## src/rtl/uart_pkg.sv

```systemverilog
// Shared UART definitions: baud-rate encoding, oversample divisor helper and
// receiver state encoding, common to the transmitter and the receiver.
package uart_pkg;

  typedef enum logic [1:0] {
    BAUD_9600   = 2'b00,
    BAUD_19200  = 2'b01,
    BAUD_57600  = 2'b10,
    BAUD_115200 = 2'b11
  } baudrate_select_t;

  localparam int BAUD_RATES [4] = '{9600, 19200, 57600, 115200};
  localparam int OVERSAMPLE     = 16;
  localparam int DATA_BITS      = 8;

  typedef enum logic [2:0] {
    IDLE,
    START,
    DATA,
    STOP,
    BREAK_WAIT
  } rx_state_t;

  // Clocks per oversample tick, rounded to nearest.
  function automatic int baud_divisor(input int clock_hz, input logic [1:0] sel);
    int rate;
    rate = BAUD_RATES[sel];
    return (clock_hz + (OVERSAMPLE * rate) / 2) / (OVERSAMPLE * rate);
  endfunction

endpackage

```

## src/rtl/uart_rx_fifo.sv

```systemverilog
// First-word-fall-through byte buffer; a pop in the same cycle frees the slot
// for a push, so a full buffer only drops data when nobody is reading.
module uart_rx_fifo #(
  parameter int WIDTH = 8,
  parameter int DEPTH = 16
) (
  input  logic                           clock_i,
  input  logic                           reset_n_i,
  input  logic                           push,
  input  logic                           pop,
  input  logic [WIDTH-1:0]               data_in,
  output logic [WIDTH-1:0]               data_out,
  output logic                           empty,
  output logic                           full,
  output logic [$clog2(DEPTH+1)-1:0]     count
);

  localparam int PTR_W = $clog2(DEPTH);
  localparam int CNT_W = $clog2(DEPTH + 1);

  logic [WIDTH-1:0] mem [DEPTH];
  logic [PTR_W-1:0] wr_ptr_reg;
  logic [PTR_W-1:0] rd_ptr_reg;
  logic [CNT_W-1:0] count_reg;
  logic             do_push;
  logic             do_pop;

  assign empty   = (count_reg == '0);
  assign full    = (count_reg == CNT_W'(DEPTH));
  assign do_pop  = pop && !empty;
  assign do_push = push && (!full || do_pop);
  assign count   = count_reg;

  // Head is forced to zero while empty so stale entries never appear.
  assign data_out = empty ? '0 : mem[rd_ptr_reg];

  always_ff @(posedge clock_i) begin
    if (do_push) begin
      mem[wr_ptr_reg] <= data_in;
    end
  end

  always_ff @(posedge clock_i or negedge reset_n_i) begin
    if (!reset_n_i) begin
      wr_ptr_reg <= '0;
      rd_ptr_reg <= '0;
      count_reg  <= '0;
    end else begin
      if (do_push) begin
        wr_ptr_reg <= wr_ptr_reg + 1'b1;
      end
      if (do_pop) begin
        rd_ptr_reg <= rd_ptr_reg + 1'b1;
      end
      case ({do_push, do_pop})
        2'b10:   count_reg <= count_reg + 1'b1;
        2'b01:   count_reg <= count_reg - 1'b1;
        default: count_reg <= count_reg;
      endcase
    end
  end

endmodule

```

## src/rtl/uart_receiver.sv

```systemverilog
// UART receiver: 16x oversampled 8N1 deserialiser with framing-error and
// break handling, feeding a first-word-fall-through receive buffer.
module uart_receiver
  import uart_pkg::*;
#(
  parameter int CLOCK_FREQ_HZ     = 50000000,
  parameter int DATA_BUFFER_DEPTH = 16
) (
  input  logic                                   clock_i,
  input  logic                                   reset_n_i,
  input  logic                                   uart_rx_i,
  input  logic [1:0]                             baudrate_select_i,
  input  logic                                   data_read_i,
  output logic [7:0]                             data_o,
  output logic                                   data_buffer_empty_o,
  output logic [$clog2(DATA_BUFFER_DEPTH+1)-1:0] data_count_o,
  output logic                                   framing_error_o,
  output logic                                   overrun_o
);

  localparam int TICK_W   = $clog2(baud_divisor(CLOCK_FREQ_HZ, 2'b00) + 1);
  localparam int SAMPLE_W = $clog2(OVERSAMPLE);
  localparam int BIT_W    = $clog2(DATA_BITS);
  localparam int HALF_BIT = OVERSAMPLE / 2;

  logic [1:0]           rx_sync_reg;
  logic                 rx_bit;
  rx_state_t            state_reg, state_next;
  baudrate_select_t     baud_sel_reg, baud_sel_next;
  logic [TICK_W-1:0]    tick_cnt_reg, tick_cnt_next;
  logic [SAMPLE_W-1:0]  sample_cnt_reg, sample_cnt_next;
  logic [BIT_W-1:0]     bit_cnt_reg, bit_cnt_next;
  logic [DATA_BITS-1:0] shift_reg, shift_next;
  logic                 push_reg, push_next;
  logic                 framing_error_reg, framing_error_next;
  logic                 overrun_reg;
  logic [TICK_W-1:0]    div_last [4];
  logic [1:0]           active_sel;
  logic                 tick;
  logic                 fifo_full;

  for (genvar gi = 0; gi < 4; gi++) begin : g_div
    localparam int DIV = baud_divisor(CLOCK_FREQ_HZ, 2'(gi));
    assign div_last[gi] = TICK_W'(DIV - 1);
  end

  // The frame runs at the rate latched on start; idle follows the live select.
  assign active_sel = (state_reg == IDLE) ? baudrate_select_i : baud_sel_reg;
  assign tick       = (tick_cnt_reg == div_last[active_sel]);
  assign rx_bit     = rx_sync_reg[1];

  always_ff @(posedge clock_i or negedge reset_n_i) begin
    if (!reset_n_i) begin
      rx_sync_reg       <= 2'b11;
      state_reg         <= IDLE;
      baud_sel_reg      <= BAUD_9600;
      tick_cnt_reg      <= '0;
      sample_cnt_reg    <= '0;
      bit_cnt_reg       <= '0;
      shift_reg         <= '0;
      push_reg          <= 1'b0;
      framing_error_reg <= 1'b0;
      overrun_reg       <= 1'b0;
    end else begin
      rx_sync_reg       <= {rx_sync_reg[0], uart_rx_i};
      state_reg         <= state_next;
      baud_sel_reg      <= baud_sel_next;
      tick_cnt_reg      <= tick_cnt_next;
      sample_cnt_reg    <= sample_cnt_next;
      bit_cnt_reg       <= bit_cnt_next;
      shift_reg         <= shift_next;
      push_reg          <= push_next;
      framing_error_reg <= framing_error_next;
      overrun_reg       <= push_reg && fifo_full && !data_read_i;
    end
  end

  always_comb begin
    state_next         = state_reg;
    baud_sel_next      = baud_sel_reg;
    tick_cnt_next      = tick ? '0 : tick_cnt_reg + 1'b1;
    sample_cnt_next    = sample_cnt_reg;
    bit_cnt_next       = bit_cnt_reg;
    shift_next         = shift_reg;
    push_next          = 1'b0;
    framing_error_next = 1'b0;

    case (state_reg)
      IDLE: begin
        if (!rx_bit) begin
          state_next      = START;
          baud_sel_next   = baudrate_select_t'(baudrate_select_i);
          tick_cnt_next   = '0;
          sample_cnt_next = '0;
          bit_cnt_next    = '0;
        end
      end
      START: begin
        if (tick) begin
          if (sample_cnt_reg == SAMPLE_W'(HALF_BIT - 1)) begin
            sample_cnt_next = '0;
            state_next      = rx_bit ? IDLE : DATA;
          end else begin
            sample_cnt_next = sample_cnt_reg + 1'b1;
          end
        end
      end
      DATA: begin
        if (tick) begin
          sample_cnt_next = sample_cnt_reg + 1'b1;
          if (sample_cnt_reg == SAMPLE_W'(OVERSAMPLE - 1)) begin
            shift_next   = {rx_bit, shift_reg[DATA_BITS-1:1]};
            bit_cnt_next = bit_cnt_reg + 1'b1;
            if (bit_cnt_reg == BIT_W'(DATA_BITS - 1)) begin
              state_next = STOP;
            end
          end
        end
      end
      STOP: begin
        if (tick) begin
          sample_cnt_next = sample_cnt_reg + 1'b1;
          if (sample_cnt_reg == SAMPLE_W'(OVERSAMPLE - 1)) begin
            if (rx_bit) begin
              push_next  = 1'b1;
              state_next = IDLE;
            end else begin
              framing_error_next = 1'b1;
              state_next         = BREAK_WAIT;
            end
          end
        end
      end
      BREAK_WAIT: begin
        // A held-low line must return high before another start is accepted.
        if (rx_bit) begin
          state_next = IDLE;
        end
      end
      default: state_next = IDLE;
    endcase
  end

  uart_rx_fifo #(
    .WIDTH (DATA_BITS),
    .DEPTH (DATA_BUFFER_DEPTH)
  ) u_fifo (
    .clock_i   (clock_i),
    .reset_n_i (reset_n_i),
    .push      (push_reg),
    .pop       (data_read_i),
    .data_in   (shift_reg),
    .data_out  (data_o),
    .empty     (data_buffer_empty_o),
    .full      (fifo_full),
    .count     (data_count_o)
  );

  assign framing_error_o = framing_error_reg;
  assign overrun_o       = overrun_reg;

endmodule

```

## config.mk

```make
export PLATFORM = sky130hd
export DESIGN_NAME = uart_receiver
export DESIGN_NICKNAME = d
export VERILOG_FILES = /design/src/rtl/uart_pkg.sv /design/src/rtl/uart_rx_fifo.sv /design/src/rtl/uart_receiver.sv
export SDC_FILE = /design/constraint.sdc
export NUM_CORES = 1
export LEC_CHECK = 0
export ABC_AREA = 0
export CORE_MARGIN = 2
export CORE_UTILIZATION = 40
export DETAILED_ROUTE_END_ITERATION = 7
export GPL_TIMING_DRIVEN = 0
export PLACE_DENSITY = 0.55
export SLEW_MARGIN = 20
export SYNTH_ARGS = -nofsm -noshare
export SYNTH_HDL_FRONTEND = slang
export SYNTH_SLANG_ARGS = --single-unit
```

## constraint.sdc

```tcl
create_clock -name clock_i -period 3.8 [get_ports clock_i]
set_input_delay 1.14 -clock clock_i [delete_from_list [all_inputs] [get_ports clock_i]]
set_output_delay 1.14 -clock clock_i [all_outputs]
set_load 0.03 [all_outputs]
```

==> results of run 1 <==
==> layer usage <==
layer  vias up  track usage  part of all wire
met4         0       0.0478             0.012
li1       1746            -                 -
met1      1897        0.216              0.45
met3        17       0.0359             0.049
met5         -            0                 0
met2        65        0.252              0.49
==> cell families (layout without fill, tap and decap cells) <==
group / count (synthesis) / in the layout / synth area share
flops: 175 / 175 / 0.675
simple gates: 98 / 98 / 0.0728
mux: 56 / 56 / 0.149
buf+inv: 36 / 90 / 0.0198
compound gates: 31 / 31 / 0.0303
xor+xnor: 20 / 20 / 0.0235
fa+ha+maj: 17 / 17 / 0.0296
==> placed cells by master (no fill, tap or decap), drive strengths merged, types with 2 or more instances in the layout <==
| master | count |
|---|---|
| nand3b | 4 |
| dfstp | 2 |
| nand4 | 3 |
| and2 | 20 |
| o211ai | 2 |
| nor2b | 14 |
| a21oi | 3 |
| clkdlybuf4s50 | 12 |
| buf | 21 |
| clkbuf | 28 |
| mux2 | 13 |
| bufinv | 3 |
| nand3 | 6 |
| or4b | 2 |
| mux4 | 40 |
| xor2 | 7 |
| dfrtp | 45 |
| inv | 20 |
| o21ai | 9 |
| xnor2 | 13 |
| and3 | 6 |
| mux2i | 3 |
| nor3b | 4 |
| nand2 | 11 |
| nor2 | 21 |
| nor3 | 3 |
| edfxtp | 128 |
| ha | 16 |
| clkinv | 4 |
| a31o | 2 |
| a21o | 2 |
| o31ai | 2 |
| clkinvlp | 2 |
==> synth_stat cells, drive strengths merged, types with 6 or more instances <==
cell,instances,area (um^2)
xnor2,13,114
edfxtp,128,3840
mux2,13,180
nand2,11,41.3
and2,20,125
ha,16,200
xor2,7,61.3
inv,15,56.3
o21ai,9,45.0
nor2b,14,87.6
nor2,21,78.8
clkbuf,11,41.3
dfrtp,45,1130
mux4,40,901
and3,6,37.5
buf,10,50.1
nand3,6,30.0
==> power breakdown <==
group	internal, W	leakage, nW	switching [W]	total (W)
registers	0.00208	2.08	0.0000602	0.00214
clock network	0.00105	0.293	0.000743	0.00179
logic	0.000406	1.13	0.000431	0.000836
total	0.00353	3.50	0.00123	0.00477
==> critical path: cells and delay by family, from the launching register on <==
| family | cells | cell delay (ps) |
|---|---|---|
| buffers and inverters | 3 | 510 |
| DFF | 1 | 380 |
| muxes | 2 | 1060 |
| and+or+nand+nor | 1 | 150 |
==> final cells by class <==
class	instances	share of cell area
clock buffers	18	0.0498
flip-flops and latches	175	0.583
well taps	229	0.0332
clock inverters	14	0.0209
multi-input cells	222	0.264
plain buffers	20	0.0184
inverters	15	0.00653
repair buffers	23	0.0247
==> final timing paths <==
check                                          start                    to  slack [ps]  cells past startpoint
min in group asynchronous                  reset_n_i     sample_cnt_reg[2]         660                      2
worst max-delay path            u_fifo.rd_ptr_reg[0]             data_o[3]         110                      6
worst min-delay path                  rx_sync_reg[0]        rx_sync_reg[1]         360                      0
worst max register to register       u_fifo.count[1]       u_fifo.count[4]         700                     13
worst min register to register        rx_sync_reg[0]        rx_sync_reg[1]         360                      0
max in group asynchronous                  reset_n_i  u_fifo.rd_ptr_reg[1]        2800                      3
==> metrics by stage <==
| stage | cell area, um^2 | power [W] | TNS [ps] |
|---|---|---|---|
| 2_1_floorplan | 7440 | 0.00272 | 0 |
| 3_3_place_gp | 7940 | 0.00293 | -9510 |
| 3_5_place_dp | 7980 | 0.00295 | -10750 |
| 4_1_cts | 8610 | 0.00480 | -25.4 |
| 5_1_grt | 8620 | 0.00498 | 0 |
| 6_report | 8620 | 0.00477 | 0 |
==> results.cfg, run 1 <==
[status]
status = complete, no violations

[cells_and_area]
n_antenna_cell = 0
final_cells = 716
fillers = 1525
area_growth_syn_to_layout_pct = 15.8
multi_input_area_mm2 = 0.00227
regArea_mm2 = 0.00502
fin_util = 0.477
final_nets = 497
layout-drive-gt1-share = 0.230
largest_register_ffs = 128

[clock_tree]
clk_pin_slew_worst_paths_ps = 70
numCtsBuffers = 17
postCtsHoldBufs = 0
cts_setup_buffers = 0
clk_latency_ps = 430
root_buffer = clkbuf_16
clockBufferDepth = 2
clock-sinks = 175
cts_tree = built
cts_resized = 68
htreeDepth = 4

[synthesis]
yosys_most_used_dff = edfxtp_1
syn_area_mm2 = 0.00744
synth-seq-cells = 175
yosysWarnings = 0
synth_cell_type_count = 50
syn_inst = 433
synth_edf_count = 128
yosysSeqAreaShare = 0.675
syn-num-nets = 456
async_flop_share = 0.269
syn_avg_cell_area_um2 = 17.2

[worst_setup_path]
cp_common_cell = mux4_2
max_stage_delay_ps = 530
cp.arrival_ps = 2550
endpoint_kind = primary output
worst_path_max_delay_cell = mux4_2
crit_chain = buf_8, buf_12, mux4_2, mux4_2, nor2b_1, buf_2
critPathKind = flop to primary output
path_max_fanout = 10
critPathRequiredTime_ps = 2660
startpoint_type = flop

[placed_design]
dp_slack_ps = -593
port_buffers = 21
dpl.cell_count = 685
place.gp.congestion = 0.783
dpl.hpwl_um = 9480

[global_route]
grt_pass1_vias = 3901
grtUsageTotal = 0.157
grt_pass1_wl_um = 22800
grt.overflow.total = 0
grt_max_degree = 31
antenna_found_initial = 0

[floorplan]
start_util = 0.412
dieArea_mm2 = 0.0197
core_mm2 = 0.0181
die_w_um = 140
ios = 22
rows = 49
dieHeight_um = 140

[sta]
skew_ps = 7.33
rsz0062_at_grt = no
slew_violations = 0
holdWs_ps = 357
maxSlewHeadroom = 0.450
fmax_mhz = 271
min_period_ps = 3690
period_share = 0.971
hold_violations = 0
setup_slack_ps = 110
worst_slew_pin_slew_ps = 824
setup_violations = 0

[power]
irDropWorstVdd_mv = 0.329
power.density_mw_per_mm2 = 553
power.leakage_nw = 3.50

[route]
vias = 3725
detail_route.iter0.violations = 171
wl_per_cell_um = 19.7
firstDrtPassIters = 4
ant_nets = 0
wl_um = 14100
drc_errors = 0
viasPerCell = 5.20

[run]
cap_violations = 0

[min_path]
hold_class = flop to flop
Note: power is estimated with default switching activity, not from simulation.
==> run 2, diff against run 1 <==
--- a/config.mk
+++ b/config.mk
@@ -8,8 +8,8 @@
 export ABC_AREA = 0
 export CORE_MARGIN = 2
-export CORE_UTILIZATION = 40
+export CORE_UTILIZATION = 30
 export DETAILED_ROUTE_END_ITERATION = 7
 export GPL_TIMING_DRIVEN = 0
-export PLACE_DENSITY = 0.55
+export PLACE_DENSITY = 0.44
 export SLEW_MARGIN = 20
 export SYNTH_ARGS = -nofsm -noshare
==> constraint.sdc (replaced) <==
create_clock -name clock_i -period 3.8 [get_ports clock_i]
set_input_delay 1.14 -clock clock_i [delete_from_list [all_inputs] [get_ports clock_i]]
set_output_delay 1.14 -clock clock_i [all_outputs]
set_load 0.005 [all_outputs]
==> run 2 against run 1 <==
- non-clock buffer count rose by 7
- worst hold slack better by 7.1 ps
- die area grew 32%
- clock power up 6%
- total power is 2.8% higher
- sequential share of layout area decreased by 1.4 points
- first-iteration DRC count rose by 76%
- combinational power is 2.9% higher
- final cell count rose by 14%
==> results.cfg, run 2 (synthesis gave the netlist of run 1 again) <==
[power]
power.density_mw_per_mm2 = 555
power.leakage_nw = 3.55
irDropWorstVdd_mv = 0.256
p_total_w = 0.00490

[clock_tree]
clock-sinks = 175
cts_tree = built
clk_latency_ps = 420
numCtsBuffers = 17
clockBufferDepth = 2
postCtsHoldBufs = 0
htreeDepth = 4
clk_pin_slew_worst_paths_ps = 60
root_buffer = clkbuf_16

[sta]
skew_ps = 12.2
maxSlewHeadroom = 0.522
hold_violations = 0
period_share = 0.978
setup_slack_ps = 82.3
setup_violations = 0
slew_violations = 0
min_period_ps = 3720
fmax_mhz = 269
holdWs_ps = 364
worst_slew_pin_slew_ps = 718

[status]
status = complete, no violations

[placed_design]
port_buffers = 21
dp_slack_ps = -489
place_area_mm2 = 0.00806
dpl.cell_count = 778
place.gp.congestion = 0.731
dpl.hpwl_um = 10400

[cells_and_area]
design_area_mm2 = 0.00884
final_cells = 818
n_antenna_cell = 0
largest_register_ffs = 128
fillers = 2267
final_cell_mix = edfxtp_1, dfrtp_1, mux4_2, nor2_1, and2_1
final_common_cell = edfxtp_1
area_growth_syn_to_layout_pct = 18.7
layout-drive-gt1-share = 0.235
final_nets = 504

[global_route]
antenna_found_initial = 0
grt.overflow.total = 0
grt_max_degree = 48
grt_pass1_wl_um = 24300
grtUsageTotal = 0.128
grt_pass1_vias = 3958

[worst_setup_path]
critPathKind = flop to primary output
path_max_fanout = 7
critPathRequiredTime_ps = 2660
rrSetupSlack_ps = 700
r2r-end = u_fifo.count[4]
cp.arrival_ps = 2580
endpoint_kind = primary output
startpoint_type = flop
r2r.worst_path.cells = 12
reg2reg_from = u_fifo.count[0]

[min_path]
hold_class = flop to flop
whs_endpoint = rx_sync_reg[1]
min_from = rx_sync_reg[0]
whs_path_depth = 0

[route]
vias = 3799
viasPerCell = 4.64
wl_per_cell_um = 19.4
firstDrtPassIters = 5
ant_nets = 0
detail_route.iter0.violations = 301
drc_errors = 0
wl_um = 15900

[floorplan]
ios = 22
start_util = 0.306
dieHeight_um = 162
dieArea_mm2 = 0.0261
rows = 57
die_w_um = 162
core_mm2 = 0.0243

[run]
cap_violations = 0
==> run 2: cell count changes in the layout (fill, tap and decap cells not counted), sizes merged <==
cell / delta
bufinv: +1
clkbuf: +1
buf: -1
clkdlybuf4s15: +2
clkinv: -2
inv: +2
dlygate4sd2: +4
==> run 2: critical path: stages (launching register included) <==
cell	delay, ps
dfrtp_1	380
buf_8	150
buf_12	140
buf_12	110
mux4_2	550
mux4_2	470
nor2b_1	150
clkdlybuf4s15_1	210
==> run 2: worst max path at each step <==
stage / end / from / cells after the start / slack [ps]
2_1_floorplan: data_o[0] / u_fifo.rd_ptr_reg[0] / 5 / 450
3_3_place_gp: data_o[2] / u_fifo.rd_ptr_reg[0] / 6 / -480
3_5_place_dp: data_o[6] / u_fifo.rd_ptr_reg[0] / 6 / -490
4_1_cts: data_o[3] / u_fifo.rd_ptr_reg[0] / 7 / 20
5_1_grt: data_o[2] / u_fifo.rd_ptr_reg[0] / 7 / -6
6_report: data_o[2] / u_fifo.rd_ptr_reg[0] / 7 / 80
==> run 2: repair_timing <==
item | in CTS | in global routing
setup buffers | 8 | 1
resized for setup | 46 | 4
endpoints found under the setup margin | 8 | 7
==> run 2: layer usage <==
layer  share of wire  track usage  up-vias
li1                -            -     1755
met2            0.49        0.206       63
met4          0.0047       0.0341        0
met3           0.032       0.0280        4
met5               0            0        -
met1            0.47        0.176     1977
==> run 2: where the power goes <==
part | switching (W) | internal (W) | total, W
combinational | 0.000389 | 0.000471 | 0.000860
clock | 0.000774 | 0.00113 | 0.00190
sequential | 0.0000623 | 0.00208 | 0.00214
total | 0.00122 | 0.00368 | 0.00490
==> run 2: final cells by class <==
class	count	area, um^2	share of cell area
inverters	15	56.3	0.00637
flip-flops and latches	175	5020	0.568
clock buffers	17	425	0.0481
multi-input cells	222	2270	0.257
clock inverters	15	221	0.0251
well taps	324	405	0.0459
repair buffers	30	273	0.0309
plain buffers	20	159	0.0180
==> run 2: per-stage QoR <==
step / setup TNS [ps] / util
3_3_place_gp: -8280 / 0.331
6_report: 0 / 0.363
3_5_place_dp: -8880 / 0.331
4_1_cts: 0 / 0.363
5_1_grt: -5.64 / 0.363
2_1_floorplan: 0 / -
==> run 3, diff against run 2 <==
Settings changed: ABC_CLOCK_PERIOD_IN_PS set to 3800, SETUP_SLACK_MARGIN set to 0.5.
==> run 3 against run 2 <==
- setup slack better by 70 ps
- first-iteration DRC count is 21% lower
- flip-flop and latch count did not move
- clock power is 10% lower
- global-route usage increased by 0.36 points
- total power is 1.5% higher
- critical path depth unchanged
- largest power group unchanged
- highest routed layer unchanged
- via count is 3.0% higher
- design area is 2.4% higher
- die area is the same
==> results.cfg, run 3 (synthesis gave the netlist of run 1 again) <==
[route]
vias = 3913
viasPerCell = 4.69
wl_per_cell_um = 19.3
drc_errors = 0
firstDrtPassIters = 4
detail_route.iter0.violations = 237
ant_nets = 0
wl_um = 16100

[sta]
holdWs_ps = 355
hold_violations = 0
worst_slew_pin_slew_ps = 932
period_share = 0.960
skew_ps = 13.2
slew_violations = 0
min_period_ps = 3650
maxSlewHeadroom = 0.379
fmax_mhz = 274
setup_violations = 0
setup_slack_ps = 152
rsz0062_at_grt = yes

[worst_setup_path]
max_stage_delay_ps = 530
critPathRequiredTime_ps = 2660
worst_path_max_delay_cell = mux4_2
crit_buf_inv = 4
critPathKind = flop to primary output
cpLargestDelayFamily = multiplexers
crit_chain = buf_6, buf_12, buf_12, mux4_2, mux4_2, nor2b_1, buf_2
endpoint_kind = primary output
cp.arrival_ps = 2510
startpoint_type = flop
path_max_fanout = 7

[placed_design]
dpl.hpwl_um = 10100
place.gp.congestion = 0.741
dpl.cell_count = 778
dp_slack_ps = -311
port_buffers = 21
place_area_mm2 = 0.00806

[global_route]
grt_pass1_vias = 4123
grtUsageTotal = 0.132
grt_pass1_wl_um = 25000
grt_busiest_layer = met2
antenna_found_initial = 0
use_met3 = 0.0254
gr-usage-met1 = 0.180
met2_usage = 0.213
grt_max_degree = 48
grt.overflow.total = 0

[clock_tree]
cts_tree = built
htreeDepth = 4
root_buffer = clkbuf_16
clock-sinks = 175
clk_latency_ps = 430
clockBufferDepth = 2
numCtsBuffers = 17
postCtsHoldBufs = 0
clk_pin_slew_worst_paths_ps = 70

[cells_and_area]
regArea_mm2 = 0.00502
final_nets = 521
final_common_cell = edfxtp_1
fillers = 2270
final_cell_mix = edfxtp_1, dfrtp_1, mux4_2, nor2_1, and2_1
layout-drive-gt1-share = 0.301
fin_util = 0.372
area_growth_syn_to_layout_pct = 21.6
design_area_mm2 = 0.00905
final_cells = 835
multi_input_area_mm2 = 0.00235
largest_register_ffs = 128
n_antenna_cell = 0

[floorplan]
rows = 57
die_w_um = 162
dieArea_mm2 = 0.0261
core_mm2 = 0.0243
ios = 22
dieHeight_um = 162
start_util = 0.306

[status]
status = complete, no violations

[power]
power.leakage_nw = 3.67
irDropWorstVdd_mv = 0.335
power.density_mw_per_mm2 = 550

[run]
cap_violations = 0

[min_path]
hold_class = flop to flop
## run 3: cell types whose count changed in the layout (fill, tap and decap cells not counted), moves of 3 or more
| cell | delta |
|---|---|
| clkbuf_8 | +4 |
| buf_2 | +8 |
| buf_4 | +6 |
| clkbuf_1 | -3 |
| bufinv_16 | -3 |
| buf_6 | +6 |
| nor2b_1 | -3 |
## run 3: worst register-to-register path, stage by stage (launching register included)
cell	delay, ps
dfrtp_1	380
buf_2	180
o31ai_1	440
and2_4	230
inv_2	40
ha_1	270
xnor2_1	160
o2111ai_2	170
a221oi_4	290
nand2_2	130
buf_4	190
mux2_4	290
## run 3: final cells by class
class,count,share of cell area
well taps,324,0.0448
inverters,15,0.00650
plain buffers,21,0.0214
repair buffers,46,0.0491
clock buffers,17,0.0470
clock inverters,15,0.0166
multi-input cells,222,0.260
flip-flops and latches,175,0.555
## run 3: power breakdown
group,switching (W),internal [W],leakage [nW]
Clock,0.000786,0.000925,0.271
Combinational,0.000488,0.000645,1.32
Sequential,0.0000542,0.00208,2.08
## run 3: timing repair
action / in CTS / in global routing
setup buffers: 19 / 4
cloned: 2 / 0
setup endpoints to repair: 39 / 29
resized for setup: 84 / 15
pin swaps: 5 / 3
## run 3: per-stage QoR
step | TNS (ps) | total power [W]
floorplan | 0 | 0.00267
global placement | -6690 | 0.00292
detailed placement | -7900 | 0.00293
CTS | 0 | 0.00499
global route | 0 | 0.00519
finish | 0 | 0.00498
## run 3: final timing paths
path,from,end,slack [ps],cells after the start
max,u_fifo.rd_ptr_reg[0],data_o[3],150,7
min,rx_sync_reg[0],rx_sync_reg[1],360,0
max reg2reg,state_reg[1],shift_reg[0],900,11
min reg2reg,rx_sync_reg[0],rx_sync_reg[1],360,0
max in group asynchronous,reset_n_i,shift_reg[5],2640,1
min in group asynchronous,reset_n_i,state_reg[1],720,1
## run 3: routing by layer
metal | part of all wire | vias up
li1 | - | 1787
met1 | 0.47 | 2045
met2 | 0.49 | 67
met3 | 0.032 | 14
met4 | 0.013 | 0
met5 | 0 | -
